`config.mk`:
```
export PLATFORM = sky130hd
export DESIGN_NAME = serial_compare
export DESIGN_NICKNAME = d
export VERILOG_FILES = /design/src/rtl/compare_pkg.sv /design/src/rtl/compare_chunk.sv /design/src/rtl/serial_compare.sv
export SDC_FILE = /design/constraint.sdc
export NUM_CORES = 1
export LEC_CHECK = 0
export ABC_AREA = 1
export ABC_CLOCK_PERIOD_IN_PS = 4230
export CORE_MARGIN = 8
export CORE_UTILIZATION = 26
export CTS_CLUSTER_SIZE = 25
export DETAILED_ROUTE_END_ITERATION = 8
export PLACE_DENSITY = 0.54
export SETUP_SLACK_MARGIN = 0.3
export SLEW_MARGIN = 0
export SYNTH_ARGS = -nofsm -noshare
export SYNTH_HDL_FRONTEND = slang
export SYNTH_HIERARCHICAL = 1
export SYNTH_SLANG_ARGS = --single-unit
```
`constraint.sdc`:
```
create_clock -name clk -period 4.23 [get_ports clk]
set_input_delay 0.846 -clock clk [delete_from_list [all_inputs] [get_ports clk]]
set_output_delay 0.846 -clock clk [all_outputs]
set_load 0.05 [all_outputs]
```
`src/rtl/compare_pkg.sv`:
```
// Shared types for serial_compare: operation encodings, FSM states and the
// function that turns first-difference flags into a compare outcome.
package compare_pkg;

  typedef enum logic [1:0] {
    OP_LT = 2'b00,
    OP_LE = 2'b01,
    OP_EQ = 2'b10,
    OP_NE = 2'b11
  } op_e;

  typedef enum logic [1:0] {
    IDLE = 2'b00,
    RUN  = 2'b01,
    DONE = 2'b10
  } state_e;

  // lt/gt record which operand was smaller at the most significant differing slice.
  function automatic logic op_result(input op_e op, input logic lt, input logic gt);
    logic res;
    case (op)
      OP_LT:   res = lt;
      OP_LE:   res = !gt;
      OP_EQ:   res = !lt && !gt;
      default: res = lt || gt;
    endcase
    return res;
  endfunction

endpackage

```
`src/rtl/compare_chunk.sv`:
```
// Combinational unsigned compare of one CHUNK-bit slice of each operand.
module compare_chunk #(
  parameter int CHUNK = 4
) (
  input  logic [CHUNK-1:0] a,
  input  logic [CHUNK-1:0] b,
  output logic             lt,
  output logic             eq
);

  assign lt = (a < b);
  assign eq = (a == b);

endmodule

```
`src/rtl/serial_compare.sv`:
```
// Multi-cycle magnitude/equality comparator, one CHUNK-bit slice per cycle, MSB first.
// Define SERIAL_COMPARE_EARLY_EXIT_EN to finish at the first differing slice.
module serial_compare
  import compare_pkg::*;
#(
  parameter int WIDTH = 32,
  parameter int CHUNK = 4
) (
  input  logic             clk,
  input  logic             rst_n,
  input  logic             start,
  input  logic [WIDTH-1:0] a,
  input  logic [WIDTH-1:0] b,
  input  logic [1:0]       op,
  input  logic             sgn,
  output logic             busy,
  output logic             done,
  output logic             result
);

  localparam int N     = WIDTH / CHUNK;
  localparam int IDX_W = (N > 1) ? $clog2(N) : 1;
  localparam logic [WIDTH-1:0] MSB_MASK = {1'b1, {(WIDTH-1){1'b0}}};

  state_e           state_q, state_d;
  logic [WIDTH-1:0] a_q, b_q;
  op_e              op_q;
  logic [IDX_W-1:0] idx_q;
  logic             lt_q, gt_q;
  logic             result_q;

  logic             accept;
  logic             last;
  logic             slice_lt, slice_eq;
  logic             first_diff;
  logic             lt_next, gt_next;

  compare_chunk #(.CHUNK(CHUNK)) u_chunk (
    .a  (a_q[int'(idx_q)*CHUNK +: CHUNK]),
    .b  (b_q[int'(idx_q)*CHUNK +: CHUNK]),
    .lt (slice_lt),
    .eq (slice_eq)
  );

  // Flags only latch at the most significant differing slice; later slices are ignored.
  assign first_diff = !lt_q && !gt_q;
  assign lt_next    = lt_q || (first_diff && slice_lt);
  assign gt_next    = gt_q || (first_diff && !slice_lt && !slice_eq);

`ifdef SERIAL_COMPARE_EARLY_EXIT_EN
  assign last = (idx_q == '0) || (first_diff && !slice_eq);
`else
  assign last = (idx_q == '0);
`endif

  // NOTE: state registers use non-blocking assignments so every flop samples
  // pre-edge values regardless of statement order.
  always_ff @(posedge clk or negedge rst_n) begin
    if (!rst_n) state_q <= IDLE;
    else        state_q <= state_d;
  end

  // NOTE: every always_comb output gets a default first, so no path leaves a
  // signal unassigned and no latch is inferred.
  always_comb begin
    state_d = state_q;
    accept  = 1'b0;
    busy    = 1'b0;
    done    = 1'b0;
    case (state_q)
      IDLE: begin
        if (start) begin
          accept  = 1'b1;
          state_d = RUN;
        end
      end
      RUN: begin
        busy = 1'b1;
        if (last) state_d = DONE;
      end
      DONE: begin
        done = 1'b1;
        if (start) begin
          accept  = 1'b1;
          state_d = RUN;
        end else begin
          state_d = IDLE;
        end
      end
      default: state_d = IDLE;
    endcase
  end

  always_ff @(posedge clk or negedge rst_n) begin
    if (!rst_n) begin
      a_q      <= '0;
      b_q      <= '0;
      op_q     <= OP_LT;
      idx_q    <= '0;
      lt_q     <= 1'b0;
      gt_q     <= 1'b0;
      result_q <= 1'b0;
    end else if (accept) begin
      // Flipping both sign bits maps two's-complement order onto unsigned order.
      a_q   <= a ^ (MSB_MASK & {WIDTH{sgn}});
      b_q   <= b ^ (MSB_MASK & {WIDTH{sgn}});
      op_q  <= op_e'(op);
      idx_q <= IDX_W'(N - 1);
      lt_q  <= 1'b0;
      gt_q  <= 1'b0;
    end else if (state_q == RUN) begin
      lt_q  <= lt_next;
      gt_q  <= gt_next;
      idx_q <= idx_q - IDX_W'(1);
      if (last) result_q <= op_result(op_q, lt_next, gt_next);
    end
  end

  assign result = result_q;

endmodule

```
==> run metrics <==
pre-CTS worst setup slack=1.52 ns; number of warning messages in the yosys log=6; Maximum Capacitance Violations=0; fmax=~0.37 GHz; synth unique cells=22; Clock Tree Buf Depth=2; worst setup path class=register to register; H-tree depth=3; total power divided by cell area=roughly 780 nW/um^2; TritonCTS clock tree=built; count of flip-flops with a built-in enable after synthesis=0; worst-case clock skew=between 0.009 and 0.01 ns; number of antenna violations at the first check in global routing=0; effective utilization at floorplan=0.262; leakage component of the power=~2.3 nW; startpoint type of the worst setup path=register; Clock Sinks=74; final critical path time including I/O delays and setup=between 2 and 3 ns; TritonRoute pass-1 iters=4; cell type with the highest aggregate area in the netlist=sky130_fd_sc_hd__dfrtp_1; placed wire-length estimate=between 6000 and 7000 um; fillers=around 1500; clock transition at the register clock pins on the worst setup and hold paths after CTS=0.06 ns; Hold Worst Slack=0.475 ns; routed via count=about 3100; wire length of the first global-routing pass=between 15000 and 20000 um; highest-delay cell along the critical path=sky130_fd_sc_hd__inv_2; worst path arrival time=2.92 ns; Max VDD drop=roughly 0.32 mV; stage delay of the slowest cell on the critical path=0.50 ns; maximum net fanout on the critical path=36; sum of negative setup slack=0 ns; DIE AREA=17800 sq um; number of design rule violations left after detail routing=0; via count of the first global-routing pass=3374; Period Utilization, post-route=0.641; GPL Wtd Cong=0.791; width of the die=between 100 and 150 um; crit-path leading delay family=simple AND/OR/NAND/NOR gates; I/O Buffers=just over 70; total wire length=around 9500 um; status=finished clean; core area=about 14000 sq um; post-synthesis average cell area=7.65 sq um; maximum number of pins on one net before global-route repair=between 70 and 80; number of gates given a new drive strength after cts=0; insertion delay of the later-clocked pin in the worst-skew pair=~0.33 ns; Synth async-reset ratio=1.00; Crit path required time=roughly 4.4 ns; ratio of cells with drive above 1 in the final layout=0.0523; die height=about 130 um; FF+latch count, synth=74; share of Yosys cell area claimed by the top area cell type=0.517; worst-margin pin slew=around 1.0 ns; buffer type at the clock tree root=sky130_fd_sc_hd__clkbuf_16; Total Nets Final=slightly above 600; cell types occupying the most area after synthesis=sky130_fd_sc_hd__dfrtp_1 (52%), sky130_fd_sc_hd__nand2_1 (24%), sky130_fd_sc_hd__nor2_1 (4.2%); overall track demand over capacity in global routing=0.114; Hold Crit Class=register to register; Num CTS Buffers=9; Post-CTS Hold Buffers=0; cell area after technology mapping=roughly 3600 sq um; synthesis-to-finish area growth=31.9%; final-report setup violation count=0; Remaining Overflow, GRT=0; unrepaired setup endpoints after global routing=no; number of instances in the synthesized netlist=468; max-slew violations=0; final-report hold violation count=0; post-detailed-route via-to-cell ratio=~4.3; # Post-CTS Setup Buffers=0; number of cell rows=43; ys flop type=sky130_fd_sc_hd__dfrtp_1; Worst Hold Depth=2; Slew HR=0.313; Antenna Violating Nets Remaining=0; DRT iter0 DRCs=~200; net count after synthesis=between 500 and 600; diodes inserted=0; Critical Path End Type=register; length in cells of the worst reg-to-reg path=15; least setup slack across all paths after layout=roughly 1.5 ns; cell repeated most along the worst path=sky130_fd_sc_hd__nand2_1; sum of buffers and inverters on the critical path=3; critical path cell sequence=buf_4 -> inv_2 -> nor2_1 -> o22ai_1 -> nand2_1 -> nand2_1 -> inv_1 -> ha_1 -> nand2_2 -> nor2_1 -> nand4_1 -> nand2_1 -> nand4_1 -> nand2_1 -> nand2_1; sequential cell area fraction in the yosys report=0.517; cell depth of the worst setup path=15; number of top-level pins=73; average detailed-routed wire length per instance=around 13 um
## path summary, 6_finish.rpt
| kind | start | slack (ns) | end |
|---|---|---|---|
| min | a_q[23]$_DFFE_PN0P_ | 0.47 | a_q[23]$_DFFE_PN0P_ |
| max in group asynchronous | rst_n | 2.95 | a_q[31]$_DFFE_PN0P_ |
| max reg2reg | idx_q[0]$_DFFE_PN0P_ | 1.52 | result$_DFFE_PN0P_ |
| min in group asynchronous | rst_n | 0.66 | b_q[9]$_DFFE_PN0P_ |
| min reg2reg | a_q[23]$_DFFE_PN0P_ | 0.47 | a_q[23]$_DFFE_PN0P_ |
| max | idx_q[0]$_DFFE_PN0P_ | 1.52 | result$_DFFE_PN0P_ |
## power breakdown
part / switching [W] / internal, W / total (W)
clock: 0.000285 / 0.000537 / 0.000821
sequential: 0.000232 / 0.00104 / 0.00127
combinational: 0.000966 / 0.000599 / 0.00157
total: 0.00148 / 0.00218 / 0.00366
## per-stage QoR
stage / cells / cell area (sq um) / utilization / power [W]
CTS: 715 / 4720 / 0.345 / 0.00370
global placement: 699 / 4390 / 0.321 / 0.00281
finish: 715 / 4720 / 0.345 / 0.00366
floorplan: 468 / 3580 / - / 0.00246
detailed placement: 699 / 4390 / 0.321 / 0.00286
global route: 715 / 4720 / 0.345 / 0.00404
## synth_stat cells, drive strengths merged (2+ instances only)
library cell,count
a21oi,5
buf,18
clkbuf,5
o22ai,16
nand3,2
xnor2,2
o21ai,40
nand4,3
dfrtp,74
nand2,234
ha,6
inv,20
nor2,41
## worst min-delay path: cells and delay by family (launching register included)
family | cells | cell delay (ns)
simple gates | 2 | 0.10
flops | 1 | 0.34
## state kept, by name, summed over array words and instances, names as in the netlist
register  cells
a_q          32
b_q          32
gt_q          1
idx_q         3
lt_q          1
op_q          2
result        1
state_q       2
## per-layer routing
metal | track usage | wire [um] | share of wire | vias to the layer above
met5 | 0 | 0 | 0 | -
met4 | 0.0368 | 119 | 0.013 | 0
met3 | 0.0324 | 444 | 0.047 | 10
met2 | 0.185 | 4370 | 0.46 | 73
met1 | 0.142 | 4540 | 0.48 | 1409
li1 | - | - | - | 1588
## layout by cell type, fill, tap and decap left out
master / netlist / layout
sky130_fd_sc_hd__nand4_1: 3 / 3
sky130_fd_sc_hd__xnor2_1: 2 / 2
sky130_fd_sc_hd__buf_4: 5 / 3
sky130_fd_sc_hd__o21ai_1: 27 / 27
sky130_fd_sc_hd__nor2_4: 1 / 1
sky130_fd_sc_hd__clkinv_4: 0 / 2
sky130_fd_sc_hd__clkbuf_16: 0 / 9
sky130_fd_sc_hd__nand3_1: 2 / 2
sky130_fd_sc_hd__inv_2: 6 / 6
sky130_fd_sc_hd__inv_1: 14 / 14
sky130_fd_sc_hd__clkinv_1: 1 / 1
sky130_fd_sc_hd__clkbuf_8: 0 / 1
sky130_fd_sc_hd__bufinv_16: 0 / 2
sky130_fd_sc_hd__dfrtp_1: 74 / 74
sky130_fd_sc_hd__nor2_1: 40 / 40
sky130_fd_sc_hd__nand3b_1: 1 / 1
sky130_fd_sc_hd__a21oi_1: 4 / 4
sky130_fd_sc_hd__inv_6: 0 / 1
sky130_fd_sc_hd__o22ai_1: 16 / 16
sky130_fd_sc_hd__nand2_2: 2 / 2
sky130_fd_sc_hd__ha_1: 6 / 6
sky130_fd_sc_hd__clkbuf_1: 5 / 1
sky130_fd_sc_hd__o21ai_0: 13 / 13
sky130_fd_sc_hd__clkdlybuf4s50_1: 0 / 71
sky130_fd_sc_hd__a21oi_2: 1 / 1
sky130_fd_sc_hd__nand2_1: 232 / 232
## cell type report
class / instances / area [sq um] / share of cell area
sequential: 74 / 1850 / 0.392
clock inverter: 5 / 86.3 / 0.0183
timing repair buffer: 74 / 733 / 0.155
inverter: 21 / 78.8 / 0.0167
multi-input combinational: 350 / 1500 / 0.318
tap: 180 / 225 / 0.0477
clock buffer: 11 / 243 / 0.0514
## logic make-up (layout without fill, tap and decap cells)
family,Yosys count,after routing,synth area share
adder cells (fa/ha/maj),6,6,0.0210
AO/OA/AOI/OAI,61,61,0.0919
flip-flops,74,74,0.517
buffers and inverters,44,111,0.0629
XOR/XNOR,2,2,0.00489
AND/OR/NAND/NOR,281,281,0.302
(Power assumes the default switching activity.)
==> RTL edit 1: new RTL, same settings <==
Add an input register stage for `start`, `a`, `b`, `op` and `sgn`, without a reset; this delays them by one clock.
--- a/src/rtl/serial_compare.sv
+++ b/src/rtl/serial_compare.sv
@@ -21,6 +21,20 @@
   localparam int N     = WIDTH / CHUNK;
   localparam int IDX_W = (N > 1) ? $clog2(N) : 1;
   localparam logic [WIDTH-1:0] MSB_MASK = {1'b1, {(WIDTH-1){1'b0}}};
+
+  logic start_q;
+  logic [WIDTH-1:0] a_r;
+  logic [WIDTH-1:0] b_r;
+  logic [1:0] op_r;
+  logic sgn_q;
+
+  always_ff @(posedge clk) begin
+    start_q <= start;
+    a_r     <= a;
+    b_r     <= b;
+    op_r    <= op;
+    sgn_q   <= sgn;
+  end
 
   state_e           state_q, state_d;
   logic [WIDTH-1:0] a_q, b_q;
@@ -69,7 +83,7 @@
     done    = 1'b0;
     case (state_q)
       IDLE: begin
-        if (start) begin
+        if (start_q) begin
           accept  = 1'b1;
           state_d = RUN;
         end
@@ -80,7 +94,7 @@
       end
       DONE: begin
         done = 1'b1;
-        if (start) begin
+        if (start_q) begin
           accept  = 1'b1;
           state_d = RUN;
         end else begin
@@ -102,9 +116,9 @@
       result_q <= 1'b0;
     end else if (accept) begin
       // Flipping both sign bits maps two's-complement order onto unsigned order.
-      a_q   <= a ^ (MSB_MASK & {WIDTH{sgn}});
-      b_q   <= b ^ (MSB_MASK & {WIDTH{sgn}});
-      op_q  <= op_e'(op);
+      a_q   <= a_r ^ (MSB_MASK & {WIDTH{sgn_q}});
+      b_q   <= b_r ^ (MSB_MASK & {WIDTH{sgn_q}});
+      op_q  <= op_e'(op_r);
       idx_q <= IDX_W'(N - 1);
       lt_q  <= 1'b0;
       gt_q  <= 1'b0;
Formal check against the unedited RTL: not equivalent (a bounded check fails within 4 cycles, from zero or initial values and one cycle with rst_n low).
==> RTL edit 1 against the unedited design <==
- sequential cell count is 68 higher
- global-route usage is 1.3 points lower
- total power is 35% higher
- clock skew is 0.012 ns higher
- sequential power is 57% higher
- die area is 33% higher
- final area is 35% higher
- area after synthesis is 38% higher
- worst hold slack worse by 0.056 ns
- worst setup slack worse by 0.024 ns
- clock power is 71% higher
- routed wire length is 18% higher
==> RTL edit 1: results (changes against the unedited design) <==
Outcome:
- The run finished with clean final reports.

Layout:
- The post-layout net count is 682 (+13%).
- The proportion of layout cells with a drive suffix above 1 was 6.947% (+1.7 points).
- The final cell count without fillers is 853 (+19%).

Min path:
- The critical hold path startpoint is b_r[13]$_DFF_P_.

Placed design:
- The half-perimeter wire length after detailed placement is 7909 µm (+21%).
- The worst-case setup slack after placement was 1.638 ns (+0.1195 ns).
- The total placed cells including tap cells is 821 (+17%).
- The final RePlAce weighted congestion is 0.8641 (+9.2%).

Synthesis:
- Counting instances in the post-synthesis netlist gives the leading cell types as sky130_fd_sc_hd__nand2_1, sky130_fd_sc_hd__dfrtp_1, sky130_fd_sc_hd__dfxtp_1.
- The share of flip-flops with an asynchronous set or reset after synthesis is 52.11% (-48 points).
- The post-synth net total is 612 (+13%).
- The portion of the post-synthesis area used by sequential elements is 65.03% (+13 points).
- Sorting the synthesized cells by area gives the leading types as sky130_fd_sc_hd__dfrtp_1, sky130_fd_sc_hd__dfxtp_1, sky130_fd_sc_hd__nand2_1, sky130_fd_sc_hd__nor2_1, sky130_fd_sc_hd__o21ai_1.
- The unique cell type count in the Yosys netlist is 23 (+4.5%).

GRT:
- The first-pass GRT wire length is 18900 µm (+15%).

Worst setup path:
- The biggest fanout along the worst timing path came to 7 (-81%).
- The arrival time at the worst endpoint is 1.89 ns (-1.03 ns).
- The maximum single-stage delay on the critical path is 0.85 ns (+0.35 ns).
- Tracing the worst setup path back leads to its startpoint at state_q[1]$_DFFE_PN0P_.

Routing:
- The detailed router's first-iteration violation count is 268 (+32%).
- The number of detailed-route iterations in the first pass was 5 (+1).
- The routed via count is 3562 (+16%).
- The detail-routed net length per standard cell came to 13.11 µm (-1.1%).

CTS:
- The insertion delay of the later-clocked pin in the worst-skew pair came to 0.43 ns (+0.10 ns).

Power and ir drop:
- The worst IR drop on VDD is 383.4 µV (+21%).
- The static leakage came to 3.033 nW (+30%).

Timing:
- The worst max-slew margin expressed relative to the limit was 34.65% (+3.4 points).
==> RTL edit 1: cell count changes after synthesis <==
cell and delta:
sky130_fd_sc_hd__dfxtp_1 +68
==> RTL edit 1: power by group <==
group | leakage, nW | total [W] | switching (W) | internal (W)
clock | 0.291 | 0.00140 | 0.000537 | 0.000864
sequential | 1.49 | 0.00199 | 0.000269 | 0.00172
combinational | 1.25 | 0.00155 | 0.000944 | 0.000601
total | 3.03 | 0.00493 | 0.00175 | 0.00318
==> RTL edit 1: cells by family (layout without fill, tap and decap cells) <==
kind of cell / count (synthesis) / after routing / synth area share, %
AOI/OAI and AO/OA: 61 / 61 / 6.660
xor gates and xnor gates: 2 / 2 / 0.3546
adders and majority gates: 6 / 6 / 1.519
buffers and inverters: 44 / 127 / 4.558
DFF: 142 / 142 / 65.03
and+or+nand+nor: 281 / 281 / 21.88
==> RTL edit 1: per-layer routing <==
layer	wire [µm]	GRT usage [%]	part of all wire, %
met1	5069	11.66	45
met2	5418	16.84	48
met3	522	3.335	4.7
met4	172	4.293	1.5
met5	0	0	0
==> RTL edit 1: worst reg2reg max path, delay by kind of cell, from the launching register on <==
family,cells,cell delay (ns)
buf+inv,3,0.73
fa+ha+maj,1,0.27
compound gates,1,0.23
flops,1,0.35
simple gates,10,0.93
==> RTL edit 1: area by class of cell <==
| class | instances | area [µm²] | share of cell area [%] |
|---|---|---|---|
| tap | 234 | 292.8 | 4.578 |
| inverter | 21 | 78.83 | 1.233 |
| timing repair buffer | 74 | 733.2 | 11.47 |
| clock buffer | 24 | 524.3 | 8.198 |
| sequential | 142 | 3213 | 50.24 |
| multi-input combinational | 350 | 1503 | 23.50 |
| clock inverter | 8 | 50.05 | 0.7826 |
==> RTL edit 1: worst paths after layout <==
kind	to	slack, ns	cells after the start
worst max-delay path	busy	1.50	2
worst min-delay path	b_q[13]$_DFFE_PN0P_	0.42	2
worst max register to register	result$_DFFE_PN0P_	1.59	15
worst min register to register	b_q[13]$_DFFE_PN0P_	0.42	2
max in group asynchronous	a_q[7]$_DFFE_PN0P_	3.04	1
min in group asynchronous	a_q[18]$_DFFE_PN0P_	0.54	1
==> RTL edit 1: per-stage QoR <==
step,area (µm²),utilization [%]
after detailed placement,5821,31.12
after global routing,6395,34.19
final,6395,34.19
after global placement,5821,31.12
after CTS,6395,34.19
after floorplan,4941,-
==> RTL edit 2: new RTL, config.mk and constraints unchanged <==
Without the edit above. The parameter `WIDTH` goes from 32 to 64.
--- a/src/rtl/serial_compare.sv
+++ b/src/rtl/serial_compare.sv
@@ -3,7 +3,7 @@
 module serial_compare
   import compare_pkg::*;
 #(
-  parameter int WIDTH = 32,
+  parameter int WIDTH = 64,
   parameter int CHUNK = 4
 ) (
   input  logic             clk,
Interface: changed (resized a and b); port bits go from 73 to 137. No check against the original RTL was run, so the function may have changed too.
==> RTL edit 2 against the unedited design <==
- via count increased by 93%
- final area up 88%
- sequential cell count is 65 higher
- routed wire length up 110%
- worst setup slack worse by 0.18 ns
- area after synthesis grew 87%
- clock power increased by 74%
- total power grew 78%
==> RTL edit 2: results (changes against the unedited design) <==
Min path:
- In this run the worst hold path is classified as in2async.

Synthesis:
- The post-synth net total is 1054 (+94%).
- Yosys attributes the largest share of cell area to sky130_fd_sc_hd__dfrtp_1, sky130_fd_sc_hd__nand2_1, sky130_fd_sc_hd__nor2_1, sky130_fd_sc_hd__o21ai_1, sky130_fd_sc_hd__buf_2.
- The adder-cell share of the synthesized area is 0.9339% (-1.2 points).
- The post-synthesis compound-gate area fraction came to 6.911% (-2.3 points).
- The gate count of the mapped netlist is 915 (+96%).
- The portion of the post-synthesis area used by sequential elements was 51.92% (+0.19 points).
- The unique cell type count in the Yosys netlist was 24 (+9.1%).
- The xor/xnor share of the synthesized area is 0.2615% (-0.23 points).

Layout:
- The footprint of the multi-input gates came to 0.002851 mm² (+90%).
- The proportion of layout cells with a drive suffix above 1 came to 4.611% (-0.62 points).
- The final-layout clock buffer total is 23 (+12).
- The inverter count of the layout excluding clock inverters was 31 (+48%).
- The register area is 0.003480 mm² (+88%).
- The multi-input combinational cell count is 695 (+99%).
- The count of filler cells inserted in the layout is 2737 (+87%).
- The final cell count without fillers came to 1371 (+92%).
- The buffer count excluding the clock tree in the final layout is 145 (+96%).

Power and ir drop:
- The worst IR drop on VDD is 316.5 µV (-0.49%).
- The switching share of power is 40.85% (+0.33 points).
- The combinational power is 0.00273 W (+74%).
- The clock-net power was 0.00143 W (+74%).
- The static leakage is 4.421 nW (+90%).
- The combinational fraction of design power came to 41.8% (-1.0 points).

CTS:
- The insertion delay of the later-clocked pin in the worst-skew pair is 0.41 ns (+0.08 ns).

Worst setup path:
- The cell family contributing the most delay on the critical path is buffers and inverters.
- Among all stages on the critical path, the largest delay is contributed by sky130_fd_sc_hd__clkdlybuf4s50_1.
- The arrival time at the worst endpoint is 2.04 ns (-0.88 ns).
- The maximum single-stage delay on the critical path is 0.89 ns (+0.39 ns).

GRT:
- The via count of the first global-routing pass was 6268 (+86%).
- The global routing usage summed across all routing layers is 13.15% (+1.8 points).

Placed design:
- The worst-case setup slack after placement was 1.519 ns (+0.0003600 ns).
- The standard cell area after detailed placement is 0.008318 mm² (+89%).
- The count of buffers inserted at the top-level ports is 136 (+89%).
- The total placed cells including tap cells was 1340 (+92%).

Timing:
- The clock skew after layout is 0.004776 ns (-0.004978 ns).
- The slew of the pin with the lowest slew margin is 0.8082 ns (-0.2211 ns).

Routing:
- The routed metal-1 wire length is 9230 µm (+100%).
- The detailed router's first-iteration violation count is 363 (+79%).
- The routed wire length on met3 is 968 µm (+120%).
- The routed via count is 5956 (+93%).

Outcome:
- The run finished with clean final reports.
[RTL edit 2: metal layers]
| metal | vias up | GRT usage (%) |
|---|---|---|
| li1 | 3054 | - |
| met1 | 2764 | 16.47 |
| met2 | 118 | 21.71 |
| met3 | 20 | 3.290 |
| met4 | 0 | 4.518 |
| met5 | - | 0 |
[RTL edit 2: path summary, 6_finish.rpt]
path,startpoint,end,slack (ns),cells after the start
setup / recovery,state_q[0]$_DFFE_PN0P_,busy,1.34,3
max in group asynchronous,rst_n,b_q[34]$_DFFE_PN0P_,2.98,2
hold / removal,rst_n,b_q[2]$_DFFE_PN0P_,0.47,1
hold reg to reg,a_q[23]$_DFFE_PN0P_,a_q[23]$_DFFE_PN0P_,0.47,2
min in group clk,a_q[23]$_DFFE_PN0P_,a_q[23]$_DFFE_PN0P_,0.47,2
setup reg to reg,idx_q[2]$_DFFE_PN0P_,result$_DFFE_PN0P_,1.52,17
